<file path="config.mk">
export PLATFORM = sky130hd
export DESIGN_NAME = key_event_decoder
export DESIGN_NICKNAME = d
export VERILOG_FILES = /design/src/rtl/key_event_decoder.sv
export SDC_FILE = /design/constraint.sdc
export NUM_CORES = 1
export LEC_CHECK = 0
export ABC_AREA = 1
export CAP_MARGIN = 40
export CELL_PAD_IN_SITES_DETAIL_PLACEMENT = 1
export CELL_PAD_IN_SITES_GLOBAL_PLACEMENT = 1
export CORE_ASPECT_RATIO = 1.4
export CORE_MARGIN = 2
export CORE_UTILIZATION = 44
export CTS_BUF_LIST = sky130_fd_sc_hd__clkbuf_16
export DETAILED_ROUTE_END_ITERATION = 16
export PLACE_DENSITY_LB_ADDON = 0.1
export SYNTH_ARGS = -nofsm -noshare
export SYNTH_HDL_FRONTEND = slang
export SYNTH_SLANG_ARGS = --single-unit
</file>
<file path="constraint.sdc">
create_clock -name clk -period 2.2 [get_ports clk]
set_input_delay 0.44 -clock clk [delete_from_list [all_inputs] [get_ports clk]]
set_output_delay 0.44 -clock clk [all_outputs]
set_load 0.01 [all_outputs]
</file>
<file path="src/rtl/key_event_decoder.sv">
// rtl/key_event_decoder.sv - classifies debounced key pulses into click, double click, long press and auto-repeat
//
// Ports:
//   clk          system clock
//   rst          synchronous, active-high reset
//   keyPress     one-cycle pulse, debounced press
//   keyRelease   one-cycle pulse, debounced release
//   click        one-cycle pulse, single click
//   doubleClick  one-cycle pulse, double click
//   longPress    one-cycle pulse, hold reached LONG_CYCLES
//   repeatTick   one-cycle pulse, periodic while long-held
//   held         level, key currently considered down
module key_event_decoder #(
    parameter int LONG_CYCLES   = 50_000_000,
    parameter int GAP_CYCLES    = 15_000_000,
    parameter int REPEAT_CYCLES = 10_000_000,
    parameter int CNT_W         = 30
) (
    input  logic clk,
    input  logic rst,
    input  logic keyPress,
    input  logic keyRelease,
    output logic click,
    output logic doubleClick,
    output logic longPress,
    output logic repeatTick,
    output logic held
);

    typedef enum logic [2:0] {
        IDLE      = 3'd0,
        PRESSED1  = 3'd1,
        WAIT_GAP  = 3'd2,
        PRESSED2  = 3'd3,
        LONG_HOLD = 3'd4
    } state_t;

    localparam logic [CNT_W-1:0] CNT_ONE     = CNT_W'(1);
    localparam logic [CNT_W-1:0] LONG_TERM   = CNT_W'(LONG_CYCLES - 1);
    localparam logic [CNT_W-1:0] GAP_TERM    = CNT_W'(GAP_CYCLES - 1);
    localparam logic [CNT_W-1:0] REPEAT_TERM = CNT_W'(REPEAT_CYCLES - 1);

    state_t           state;
    state_t           state_nxt;
    logic [CNT_W-1:0] cnt;
    logic [CNT_W-1:0] cnt_nxt;
    logic             click_nxt;
    logic             double_click_nxt;
    logic             long_press_nxt;
    logic             repeat_tick_nxt;
    logic             held_nxt;

    always_ff @(posedge clk) begin
        if (rst) begin
            state       <= IDLE;
            cnt         <= '0;
            click       <= 1'b0;
            doubleClick <= 1'b0;
            longPress   <= 1'b0;
            repeatTick  <= 1'b0;
            held        <= 1'b0;
        end else begin
            state       <= state_nxt;
            cnt         <= cnt_nxt;
            click       <= click_nxt;
            doubleClick <= double_click_nxt;
            longPress   <= long_press_nxt;
            repeatTick  <= repeat_tick_nxt;
            held        <= held_nxt;
        end
    end

    // The press/release pulse cycle itself is the first elapsed cycle of the
    // hold and gap windows, so entering PRESSED1 or WAIT_GAP loads the timer
    // with 1. This puts longPress at T_press+LONG_CYCLES and click at
    // T_release+GAP_CYCLES once the registered output delay is included.
    // LONG_HOLD is entered one cycle after its terminal count and starts at 0.
    always_comb begin
        state_nxt        = state;
        cnt_nxt          = cnt;
        click_nxt        = 1'b0;
        double_click_nxt = 1'b0;
        long_press_nxt   = 1'b0;
        repeat_tick_nxt  = 1'b0;

        case (state)
            IDLE: begin
                cnt_nxt = '0;
                if (keyPress) begin
                    state_nxt = PRESSED1;
                    cnt_nxt   = CNT_ONE;
                end
            end
            PRESSED1: begin
                // A release on the terminal cycle beats the long-press timeout.
                if (keyRelease) begin
                    state_nxt = WAIT_GAP;
                    cnt_nxt   = CNT_ONE;
                end else if (cnt == LONG_TERM) begin
                    long_press_nxt = 1'b1;
                    state_nxt      = LONG_HOLD;
                    cnt_nxt        = '0;
                end else begin
                    cnt_nxt = cnt + CNT_ONE;
                end
            end
            WAIT_GAP: begin
                // A press on the terminal cycle beats the click timeout.
                if (keyPress) begin
                    state_nxt = PRESSED2;
                    cnt_nxt   = '0;
                end else if (cnt == GAP_TERM) begin
                    click_nxt = 1'b1;
                    state_nxt = IDLE;
                    cnt_nxt   = '0;
                end else begin
                    cnt_nxt = cnt + CNT_ONE;
                end
            end
            PRESSED2: begin
                // No timeout: a long second hold still ends as a double click.
                cnt_nxt = '0;
                if (keyRelease) begin
                    double_click_nxt = 1'b1;
                    state_nxt        = IDLE;
                end
            end
            LONG_HOLD: begin
                if (keyRelease) begin
                    state_nxt = IDLE;
                    cnt_nxt   = '0;
                end else if (cnt == REPEAT_TERM) begin
                    repeat_tick_nxt = 1'b1;
                    cnt_nxt         = '0;
                end else begin
                    cnt_nxt = cnt + CNT_ONE;
                end
            end
            default: begin
                state_nxt = IDLE;
                cnt_nxt   = '0;
            end
        endcase

        held_nxt = (state_nxt == PRESSED1) || (state_nxt == PRESSED2) ||
                   (state_nxt == LONG_HOLD);
    end

endmodule

</file>
==> reports/results.txt <==
The via count normalized by instance count was 5.22. Yosys attributes the largest share of cell area to sky130_fd_sc_hd__dfxtp_1 31%, sky130_fd_sc_hd__nand2_1 13%, sky130_fd_sc_hd__nor2_1 9.5%. The tools report the wire length of the first global-routing pass as 11.7 mm. For flop-to-flop paths, the worst setup slack is 0.30 ns. The layout-stage area growth over the synthesis result is 10.6%, and the leakage dissipation is 0.942 nW.

The number of I/O pins is 9, and the worst clock skew is 0.00496 ns. The slew at the pin with the worst max-slew slack is 0.440 ns. The final period utilization is 0.863.

The tools report the share of synthesized area occupied by flip-flops and latches as 0.314. The signal arrival time at the worst endpoint was 2.05 ns. In this run the worst hold path is classified as flop to flop. The portion of synthesized cell area occupied by the leading cell type was 0.314; the number of vias in the routed layout was 2350.

The worst hold path was traced through 2 stages. For this block, the initial DRC count from the detailed router was 61. For the global placement routability congestion, the log shows 0.923. In the final design database the tool counted 387 nets.

For this run the aggregate overflow at the end of global routing stands at 0. Unique cell type count in the Yosys netlist: 27. Setup repair after global routing left no endpoint under its margin. The worst setup path is captured at a flop. Clock-pin slew was measured on the worst setup and hold paths at 0.06 ns. The cell depth of the worst flop-to-flop path was 9; the number of antenna violations at the first check in global routing was 0.

The number of clock buffers inserted by TritonCTS was 5. Fill cells in the final layout number 760. For the worst-case headroom to the max-slew limit, the log shows 0.707. For the worst setup path, the data required time is 2.35 ns. The tools report the area of the core as 0.00541 mm². The overall die area was 0.00612 mm².

Once detailed placement completed, the half-perimeter wirelength came to 5.73 mm. The tools report the starting utilization of the core area as 0.448. The number of levels in the clock H-tree is 2.

Once placement completed, the tool counted placed cells totaling 443. After detailed routing, the number of remaining DRC violations is 0. The tools report the total global-route track usage as 0.256.

The final design utilization came out at 0.496. For the met3 layer wire length in the routed design, the log shows 116 µm. Yosys printed 0 warnings.

For the cell area after synthesis, the log shows 0.00242 mm². Root cell of the clock tree: sky130_fd_sc_hd__clkbuf_16. After routing, the total negative slack on setup checks comes to 0 ns. The clock passes through at most 2 buffers. Highest net fanout along the worst path: 26. The insertion delay of the later-clocked pin in the worst-skew pair came out at 0.28 ns. The top cell types in the final layout, fill and taps aside, are 86 x sky130_fd_sc_hd__nand2_1, 61 x sky130_fd_sc_hd__nor2_1, 43 x sky130_fd_sc_hd__inv_1. The highest achievable clock rate came out at 527 MHz. The count of hold buffers inserted by post-cts repair was 0. The critical path is of the flop to flop type. TritonCTS built the clock tree.

The met1 routed wirelength after detailed routing was 2.92 mm. Each instance of the synthesized netlist takes up on average 6.55 µm². Summing all non-filler instances in the final layout gives an area of 0.00268 mm².

The count of final setup violators is 0, and the least setup slack across all paths after layout is 0.302 ns. In the final routed layout, each cell accounts on average for 15.8 µm. The highest signal layer in the routed design was met4. Summing all placed instances gives a cell area of 0.00254 mm². The flow ran to the end, and the final reports show no timing, DRC or antenna violations.

After layout, the minimum clock period comes to 1.90 ns. Before CTS, the worst setup slack after placement is 0.0989 ns. The detail route stage leaves a number of antenna-violating nets equal to 0. STA classifies the critical path startpoint as a flop. The repair_antennas step left the layout with diodes totalling 0. For hold timing, the worst endpoint is cnt[29]$_SDFF_PP0_.

In the synthesized netlist, the number of instances is 370. Entering global routing, the biggest net connects 27 pins. The number of rows in the core area came out at 32. The routed design has 7.12 mm of wire. The worst register-to-register path begins at cnt[13]$_SDFF_PP0_.

Buffers added to address setup during post-CTS repair amount to 0. The worst-case IR drop observed on VDD is 0.293 mV. The count of endpoints failing hold in the final timing report is 0, and the number of optimization iterations in the first detailed-route pass is 4. Fraction of layout cells with a size suffix above 1: 0.141. The number of nets produced by synthesis was 375. Leaving out fill and tap cells, the most frequent cell in the layout is sky130_fd_sc_hd__nand2_1. The startpoint of the worst hold path is cnt[29]$_SDFF_PP0_. After the flow finishes, the layout carries non-filler instances totaling 450. In this run, post-CTS repair resized a total of 0 instances. Max-cap violations in this run came to 0.

Routed wire length on met2: 3.79 mm. The count of input and output buffers works out to 8. The synthesized design contains 38 register bits. The number of global-route vias before repair was 2470. sky130_fd_sc_hd__dfxtp_1 takes more of the synthesized area than any other cell. In this run the power density over the cells is 554 mW/mm². For this design, the sink count on the clock tree is 38. The endpoint of the lowest-slack register-to-register path was cnt[26]$_SDFF_PP0_. The final-report max-slew violation count is 0, and the horizontal die dimension is 66.7 µm. Die boundary height: 91.8 µm.
## final cells by class
class                      instances  area, µm²  area share
clock inverter                     2       10.0     0.00374
inverter                          47        176      0.0659
multi-input combinational        278       1410       0.527
tap                               68       85.1      0.0318
timing repair buffer              12        110      0.0411
clock buffer                       5        125      0.0467
sequential                        38        761       0.284
## cells by family (layout without fill, tap and decap cells)
| kind of cell | after synthesis | count (layout) | synth area share |
|---|---|---|---|
| AOI/OAI and AO/OA | 9 | 9 | 0.0191 |
| adders and majority gates | 1 | 1 | 0.00516 |
| xor gates and xnor gates | 24 | 24 | 0.0868 |
| buffers and inverters | 54 | 66 | 0.103 |
| and+or+nand+nor | 244 | 244 | 0.472 |
| DFF | 38 | 38 | 0.314 |
## worst max-delay path: stages (launching register included)
cell and delay [ns]:
sky130_fd_sc_hd__dfxtp_1 0.47, sky130_fd_sc_hd__nand2_1 0.17, sky130_fd_sc_hd__nor2_2 0.21, sky130_fd_sc_hd__nand2_1 0.10, sky130_fd_sc_hd__nor2_2 0.09, sky130_fd_sc_hd__nand2_2 0.07, sky130_fd_sc_hd__nand4_2 0.11, sky130_fd_sc_hd__nand3_4 0.10
sky130_fd_sc_hd__nand2_4 0.35, sky130_fd_sc_hd__nor2_1 0.10
## state kept, by name (all words and copies together) (netlist names)
| signal | count |
|---|---|
| held | 1 |
| doubleClick | 1 |
| cnt | 30 |
| longPress | 1 |
| state | 3 |
| repeatTick | 1 |
| click | 1 |
## layer usage
metal  up-vias  global-route usage
met3        23              0.0368
met5         -                   0
met1      1118               0.281
met2        28               0.458
met4         0               0.136
li1       1181                   -
## cells in the mapped netlist, drive strengths merged
master  number
buf          7
xor2        20
o21ai        6
inv         46
a31oi        1
dfxtp       38
nor2        91
xnor2        4
ha           1
nand3       26
nor3        18
clkinv       1
nor4         2
nand2       92
nand4       15
a21oi        2
## how the worst max path moves through the flow
stage	start	slack, ns	to
2_1_floorplan	cnt[0]$_SDFF_PP0_	0.62	cnt[6]$_SDFF_PP0_
3_3_place_gp	keyRelease	0.20	cnt[21]$_SDFF_PP0_
3_5_place_dp	keyRelease	0.1	cnt[26]$_SDFF_PP0_
4_1_cts	cnt[22]$_SDFF_PP0_	0.27	cnt[26]$_SDFF_PP0_
5_1_grt	cnt[23]$_SDFF_PP0_	0.16	cnt[26]$_SDFF_PP0_
6_report	cnt[13]$_SDFF_PP0_	0.30	cnt[26]$_SDFF_PP0_
## per-stage QoR
| step | total power [mW] | hold slack (ns) |
|---|---|---|
| 3_5_place_dp | 0.810 | 0.565 |
| 6_report | 1.48 | 0.578 |
| 3_3_place_gp | 0.807 | 0.553 |
| 4_1_cts | 1.50 | 0.584 |
| 2_1_floorplan | 0.784 | 0.504 |
| 5_1_grt | 1.53 | 0.594 |
## where the power goes
part / switching, mW / leakage (nW) / internal, mW
clock network: 0.280 / 0.0694 / 0.409
logic: 0.0542 / 0.566 / 0.0302
registers: 0.0109 / 0.307 / 0.698
Power figures use the tool's default switching activity.
